<file path="config.mk">
export PLATFORM = sky130hd
export DESIGN_NAME = alu_wb_buffer
export DESIGN_NICKNAME = d
export VERILOG_FILES = /design/src/rtl/alu_wb_buffer_pkg.sv /design/src/rtl/alu_wb_buffer.sv
export SDC_FILE = /design/constraint.sdc
export NUM_CORES = 1
export LEC_CHECK = 0
export ABC_AREA = 1
export CORE_ASPECT_RATIO = 2
export CORE_MARGIN = 1
export CORE_UTILIZATION = 25
export CTS_CLUSTER_DIAMETER = 30
export DETAILED_ROUTE_END_ITERATION = 6
export PLACE_DENSITY = 0.46
export SLEW_MARGIN = 20
export SYNTH_ARGS = -nofsm -noshare
export SYNTH_HDL_FRONTEND = slang
export SYNTH_SLANG_ARGS = --single-unit
</file>
<file path="constraint.sdc">
create_clock -name clk_i -period 3.75 [get_ports clk_i]
set_input_delay 0.75 -clock clk_i [delete_from_list [all_inputs] [get_ports clk_i]]
set_output_delay 0.75 -clock clk_i [all_outputs]
set_load 0.02 [all_outputs]
</file>
<file path="src/rtl/alu_wb_buffer_pkg.sv">
// Shared types and widths for the ALU write-back buffer.
//   XLEN            datapath width of ALU results
//   TRANS_ID_BITS   scoreboard transaction ID width
//   alu_wb_entry_t  one held ALU result {trans_id, result, branch_res}
package alu_wb_buffer_pkg;

    localparam int unsigned XLEN          = 64;
    localparam int unsigned TRANS_ID_BITS = 3;

    typedef struct packed {
        logic [TRANS_ID_BITS-1:0] trans_id;
        logic [XLEN-1:0]          result;
        logic                     branch_res;
    } alu_wb_entry_t;

endpackage

</file>
<file path="src/rtl/alu_wb_buffer.sv">
// In-order FIFO between the ALU and the scoreboard write-back port.
// Captures each ALU result and presents the oldest one with valid/ready,
// so ALU issue is decoupled from stalls on a shared write-back port.
// Ports:
//   clk_i, rst_ni          clock, asynchronous active-low reset
//   flush_i                synchronous flush, drops all held entries
//   alu_valid_i/ready_o    push handshake (ready = not full)
//   alu_trans_id_i, alu_result_i, alu_branch_res_i   incoming entry
//   wb_valid_o/ready_i     pop handshake for the head entry
//   wb_trans_id_o, wb_result_o, wb_branch_res_o      head entry, 0 when empty
//   occupancy_o            number of entries held (0..DEPTH)
module alu_wb_buffer #(
    parameter int unsigned DEPTH = 4
) (
    input  logic                                        clk_i,
    input  logic                                        rst_ni,
    input  logic                                        flush_i,
    input  logic                                        alu_valid_i,
    output logic                                        alu_ready_o,
    input  logic [alu_wb_buffer_pkg::TRANS_ID_BITS-1:0] alu_trans_id_i,
    input  logic [alu_wb_buffer_pkg::XLEN-1:0]          alu_result_i,
    input  logic                                        alu_branch_res_i,
    output logic                                        wb_valid_o,
    input  logic                                        wb_ready_i,
    output logic [alu_wb_buffer_pkg::TRANS_ID_BITS-1:0] wb_trans_id_o,
    output logic [alu_wb_buffer_pkg::XLEN-1:0]          wb_result_o,
    output logic                                        wb_branch_res_o,
    output logic [$clog2(DEPTH):0]                      occupancy_o
);
    import alu_wb_buffer_pkg::*;

    localparam int unsigned PTR_W = $clog2(DEPTH);
    localparam int unsigned CNT_W = PTR_W + 1;

    alu_wb_entry_t        mem_q [DEPTH];
    logic [PTR_W-1:0]     wr_ptr_q, wr_ptr_d;
    logic [PTR_W-1:0]     rd_ptr_q, rd_ptr_d;
    logic [CNT_W-1:0]     count_q,  count_d;
    logic                 push, pop;
    alu_wb_entry_t        head;

    // Handshake status comes from registered state only; ready never looks at wb_ready_i.
    assign alu_ready_o = (count_q != CNT_W'(DEPTH));
    assign wb_valid_o  = (count_q != '0);
    assign occupancy_o = count_q;

    assign push = alu_valid_i & alu_ready_o;
    assign pop  = wb_valid_o & wb_ready_i;

    // Head entry, forced to zero while empty so stale storage never leaks out.
    assign head            = mem_q[rd_ptr_q];
    assign wb_trans_id_o   = wb_valid_o ? head.trans_id   : '0;
    assign wb_result_o     = wb_valid_o ? head.result     : '0;
    assign wb_branch_res_o = wb_valid_o ? head.branch_res : 1'b0;

    // Next-state for pointers and count; flush overrides any push or pop.
    always_comb begin
        wr_ptr_d = wr_ptr_q;
        rd_ptr_d = rd_ptr_q;
        count_d  = count_q;
        if (flush_i) begin
            wr_ptr_d = '0;
            rd_ptr_d = '0;
            count_d  = '0;
        end else begin
            if (push) wr_ptr_d = wr_ptr_q + PTR_W'(1);
            if (pop)  rd_ptr_d = rd_ptr_q + PTR_W'(1);
            unique case ({push, pop})
                2'b10:   count_d = count_q + CNT_W'(1);
                2'b01:   count_d = count_q - CNT_W'(1);
                default: count_d = count_q;
            endcase
        end
    end

    // Control state register.
    always_ff @(posedge clk_i or negedge rst_ni) begin
        if (!rst_ni) begin
            wr_ptr_q <= '0;
            rd_ptr_q <= '0;
            count_q  <= '0;
        end else begin
            wr_ptr_q <= wr_ptr_d;
            rd_ptr_q <= rd_ptr_d;
            count_q  <= count_d;
        end
    end

    // Storage is deliberately not reset; validity is tracked by count_q alone.
    always_ff @(posedge clk_i) begin
        if (push && !flush_i) begin
            mem_q[wr_ptr_q] <= '{trans_id:   alu_trans_id_i,
                                 result:     alu_result_i,
                                 branch_res: alu_branch_res_i};
        end
    end

`ifndef SYNTHESIS
    // A push into a full buffer is dropped; report it so the producer bug is visible.
    always_ff @(posedge clk_i) begin
        if (rst_ni && !flush_i && alu_valid_i) begin
            assert (alu_ready_o)
            else $warning("alu_wb_buffer: push while full, entry dropped");
        end
    end
`endif

endmodule

</file>
==> results.txt <==
----------------------------------------------------
[GRT]
  Global-route wire length before repair ... 41900 um
  Global-route total usage across every layer ... 0.126
  Largest net degree at the start of global routing ... 69
  Antenna violations before repair ... 0
  Via count of the first global-routing pass ... 7237
  Remaining Overflow, GRT ... 0

[Clocking]
  Insertion delay of the later-clocked pin in the worst-skew pair ... 510 ps
  Deepest clock path buffer count ... 3
  CTS sink count ... 279
  Post-CTS setup buffer count ... 0
  TritonCTS clock tree ... built
  Number of buffers inserted by hold repair at cts ... 0
  Total clock buffers created by CTS ... 36
  CTS root buf ... sky130_fd_sc_hd__clkbuf_16
  Clock-pin slew on the worst setup and hold paths ... 60 ps
  CTS H-Tree Depth ... 2
  Post-cts repair resize count ... 0

[Routing]
  Wire length after detailed routing ... 28100 um
  Drt pass-1 iters ... 6
  Violation count after the first detailed-routing iteration ... 287
  Vias per std cell ... 4.41
  Vias after detailed routing ... 7022
  Average detailed-routed wire length per instance ... 17.7 um
  DRC Markers ... 0
  Post-detailed-route count of antenna-violating nets ... 0

[Synth]
  Count of yosys warnings during synthesis ... 0
  Number of flip-flops and latches in the synthesized netlist ... 279
  Synth Net Count ... 947
  Post-Syn Area ... 11100 um^2
  Post-Syn Instances ... 869
  Mapped Avg Cell Area ... 12.7 um^2
  Post-synthesis sequential area ratio ... 0.754
  Number of distinct library cells after synthesis ... 23

[Power and ir drop]
  Leak Pwr ... 4.81 nW
  Power density of the placed cells ... 745 nW/um^2
  Peak supply drop ... 0.414 mV

[Placement]
  Number of buffer cells added on primary ports ... 145
  # placed instances ... 1529
  DP Worst Slack ... 610 ps
  Global placer's final weighted congestion ... 0.746
  Detailed Place HPWL ... 16900 um

[Timing]
  FMAX ... 282 MHz
  Max-slew violation total from the final report ... 0
  Final-layout setup total negative slack ... 0 ps
  Worst relative slew slack ... 0.624
  Clock Skew ... 18.7 ps
  Pin slew with the least headroom to its limit ... 564 ps
  Hold violation count in the final report ... 0
  Ratio of final minimum period to clock period ... 0.945
  Clock period minus final worst setup slack ... 3540 ps
  Number of setup violations in the final report ... 0
  Unrepaired setup endpoints after global routing ... false
  Post-route worst setup slack ... 205 ps

[Setup path]
  CP Data Required Time ... 3000 ps
  Max FO, Critical Path ... 58
  Arrival time at the worst endpoint ... 2790 ps
  Startpoint class of the critical path ... flip-flop
  Classification of the worst setup path ... reg2out
  Critical Path End Type ... primary output

[Worst hold path]
  Kind of path behind the tightest hold check ... in2async

[Die]
  Die Height ... 300 um
  Standard-cell rows ... 108
  Die area ... 45200 um^2
  Number of top-level pins ... 146
  Initial core utilization ... 0.254
  Core Footprint ... 43500 um^2
  Horiz. Die Dim ... 151 um

[Final layout]
  Synthesis-to-finish area growth ... 30.0%
  Non-Filler Instances ... 1593
  Core occupancy in the finished layout ... 0.331
  Antenna cell count ... 0
  Fill cell instance count of the final layout ... 4298
  Fraction of final layout cells sized beyond drive strength 1 ... 0.0892
  Post-layout nets ... 1095

[Run status]
  Run status ... complete, no violations

[Run]
  Max-Cap Viols ... 0

----------------------------------------------------
[synthesized netlist by cell type]
master / instances / area, um^2
sky130_fd_sc_hd__ha_1: 4 / 50.1
sky130_fd_sc_hd__a21oi_2: 1 / 8.76
sky130_fd_sc_hd__a21oi_1: 70 / 350
sky130_fd_sc_hd__buf_1: 4 / 15.0
sky130_fd_sc_hd__fa_1: 1 / 20.0
sky130_fd_sc_hd__nor2_2: 1 / 6.26
sky130_fd_sc_hd__nor2_1: 278 / 1040
sky130_fd_sc_hd__buf_6: 17 / 191
sky130_fd_sc_hd__nand4_1: 3 / 18.8
sky130_fd_sc_hd__buf_2: 11 / 55.1
sky130_fd_sc_hd__edfxtp_1: 272 / 8170
sky130_fd_sc_hd__nand2_1: 14 / 52.6
sky130_fd_sc_hd__xor2_1: 1 / 8.76
sky130_fd_sc_hd__buf_4: 5 / 37.5
sky130_fd_sc_hd__nand2_2: 2 / 12.5
sky130_fd_sc_hd__o21ai_1: 14 / 70.1
sky130_fd_sc_hd__xnor2_1: 1 / 8.76
sky130_fd_sc_hd__inv_1: 12 / 45.0
sky130_fd_sc_hd__nand3_1: 6 / 30.0
sky130_fd_sc_hd__dfrtp_1: 7 / 175
sky130_fd_sc_hd__o21ai_0: 125 / 626
sky130_fd_sc_hd__inv_2: 3 / 11.3
sky130_fd_sc_hd__clkbuf_1: 17 / 63.8
[per-stage QoR]
stage	area (um^2)	hold WS (ps)	total power, W
after floorplan	11100	454	0.00574
after global placement	13200	607	0.00737
after detailed placement	13200	621	0.00739
after CTS	14400	520	0.0109
after global routing	14400	542	0.0112
final	14400	531	0.0107
[critical path: stages, from the launching register on]
cell and delay (ps):
sky130_fd_sc_hd__dfrtp_1 480, sky130_fd_sc_hd__inv_1 90, sky130_fd_sc_hd__nand2_2 110, sky130_fd_sc_hd__clkinv_2 200, sky130_fd_sc_hd__buf_12 280, sky130_fd_sc_hd__a21oi_1 380
sky130_fd_sc_hd__clkdlybuf4s50_1 690
[cell usage in the layout, fill, tap and decap left out, types with 5 or more instances in the layout]
| master | count |
|---|---|
| sky130_fd_sc_hd__nand2_1 | 14 |
| sky130_fd_sc_hd__buf_4 | 9 |
| sky130_fd_sc_hd__nor2_1 | 274 |
| sky130_fd_sc_hd__inv_6 | 6 |
| sky130_fd_sc_hd__o21ai_0 | 125 |
| sky130_fd_sc_hd__bufinv_16 | 5 |
| sky130_fd_sc_hd__dfrtp_1 | 5 |
| sky130_fd_sc_hd__a21oi_1 | 70 |
| sky130_fd_sc_hd__clkbuf_16 | 36 |
| sky130_fd_sc_hd__clkdlybuf4s50_1 | 145 |
| sky130_fd_sc_hd__edfxtp_1 | 272 |
| sky130_fd_sc_hd__o21ai_1 | 14 |
| sky130_fd_sc_hd__nand3_1 | 6 |
| sky130_fd_sc_hd__clkinv_2 | 5 |
| sky130_fd_sc_hd__buf_12 | 10 |
| sky130_fd_sc_hd__inv_1 | 12 |
[layout make-up]
class / instances / area (um^2) / share of cell area
Tap cell: 550 / 688 / 0.0478
Clock buffer: 37 / 905 / 0.0628
Inverter: 15 / 61.3 / 0.00426
Timing Repair Buffer: 164 / 1720 / 0.119
Sequential cell: 279 / 8350 / 0.580
Multi-Input combinational cell: 521 / 2340 / 0.162
Clock inverter: 27 / 334 / 0.0232
[final timing paths]
path / start / depth (start not counted) / slack, ps / end
max in group asynchronous: rst_ni / 1 / 2890 / rd_ptr_q[1]
min in group clk_i: occupancy_o[1] / 2 / 630 / occupancy_o[1]
max reg2reg: occupancy_o[0] / 12 / 1620 / occupancy_o[2]
min reg2reg: occupancy_o[1] / 2 / 630 / occupancy_o[1]
max: occupancy_o[2] / 6 / 210 / wb_result_o[40]
min: rst_ni / 1 / 530 / occupancy_o[2]
[metal layers]
metal / routed length [um] / global-route usage / vias to the layer above
met5: 0 / 0 / -
met4: 824 / 0.0548 / 0
met3: 1050 / 0.0190 / 49
met2: 15800 / 0.243 / 167
met1: 10500 / 0.130 / 3434
li1: - / - / 3372
[where the power goes]
group / switching (W) / internal, W
sequential: 0.0000825 / 0.00362
combinational: 0.00216 / 0.00136
clock: 0.00136 / 0.00215
[logic make-up (layout without fill, tap and decap cells)]
kind of cell,count (synthesis),in the layout,synth area share
XOR/XNOR,2,2,0.00158
buffers and inverters,69,243,0.0379
adder cells (fa/ha/maj),5,5,0.00633
AO/OA/AOI/OAI,210,210,0.0953
flip-flops,279,279,0.754
AND/OR/NAND/NOR,304,304,0.105
[registers in the layout, indices dropped and copies added (netlist names)]
| signal | count |
|---|---|
| mem_q | 272 |
| occupancy_o | 3 |
| rd_ptr_q | 2 |
| wr_ptr_q | 2 |
No activity file was read; power rests on OpenSTA's default activity.
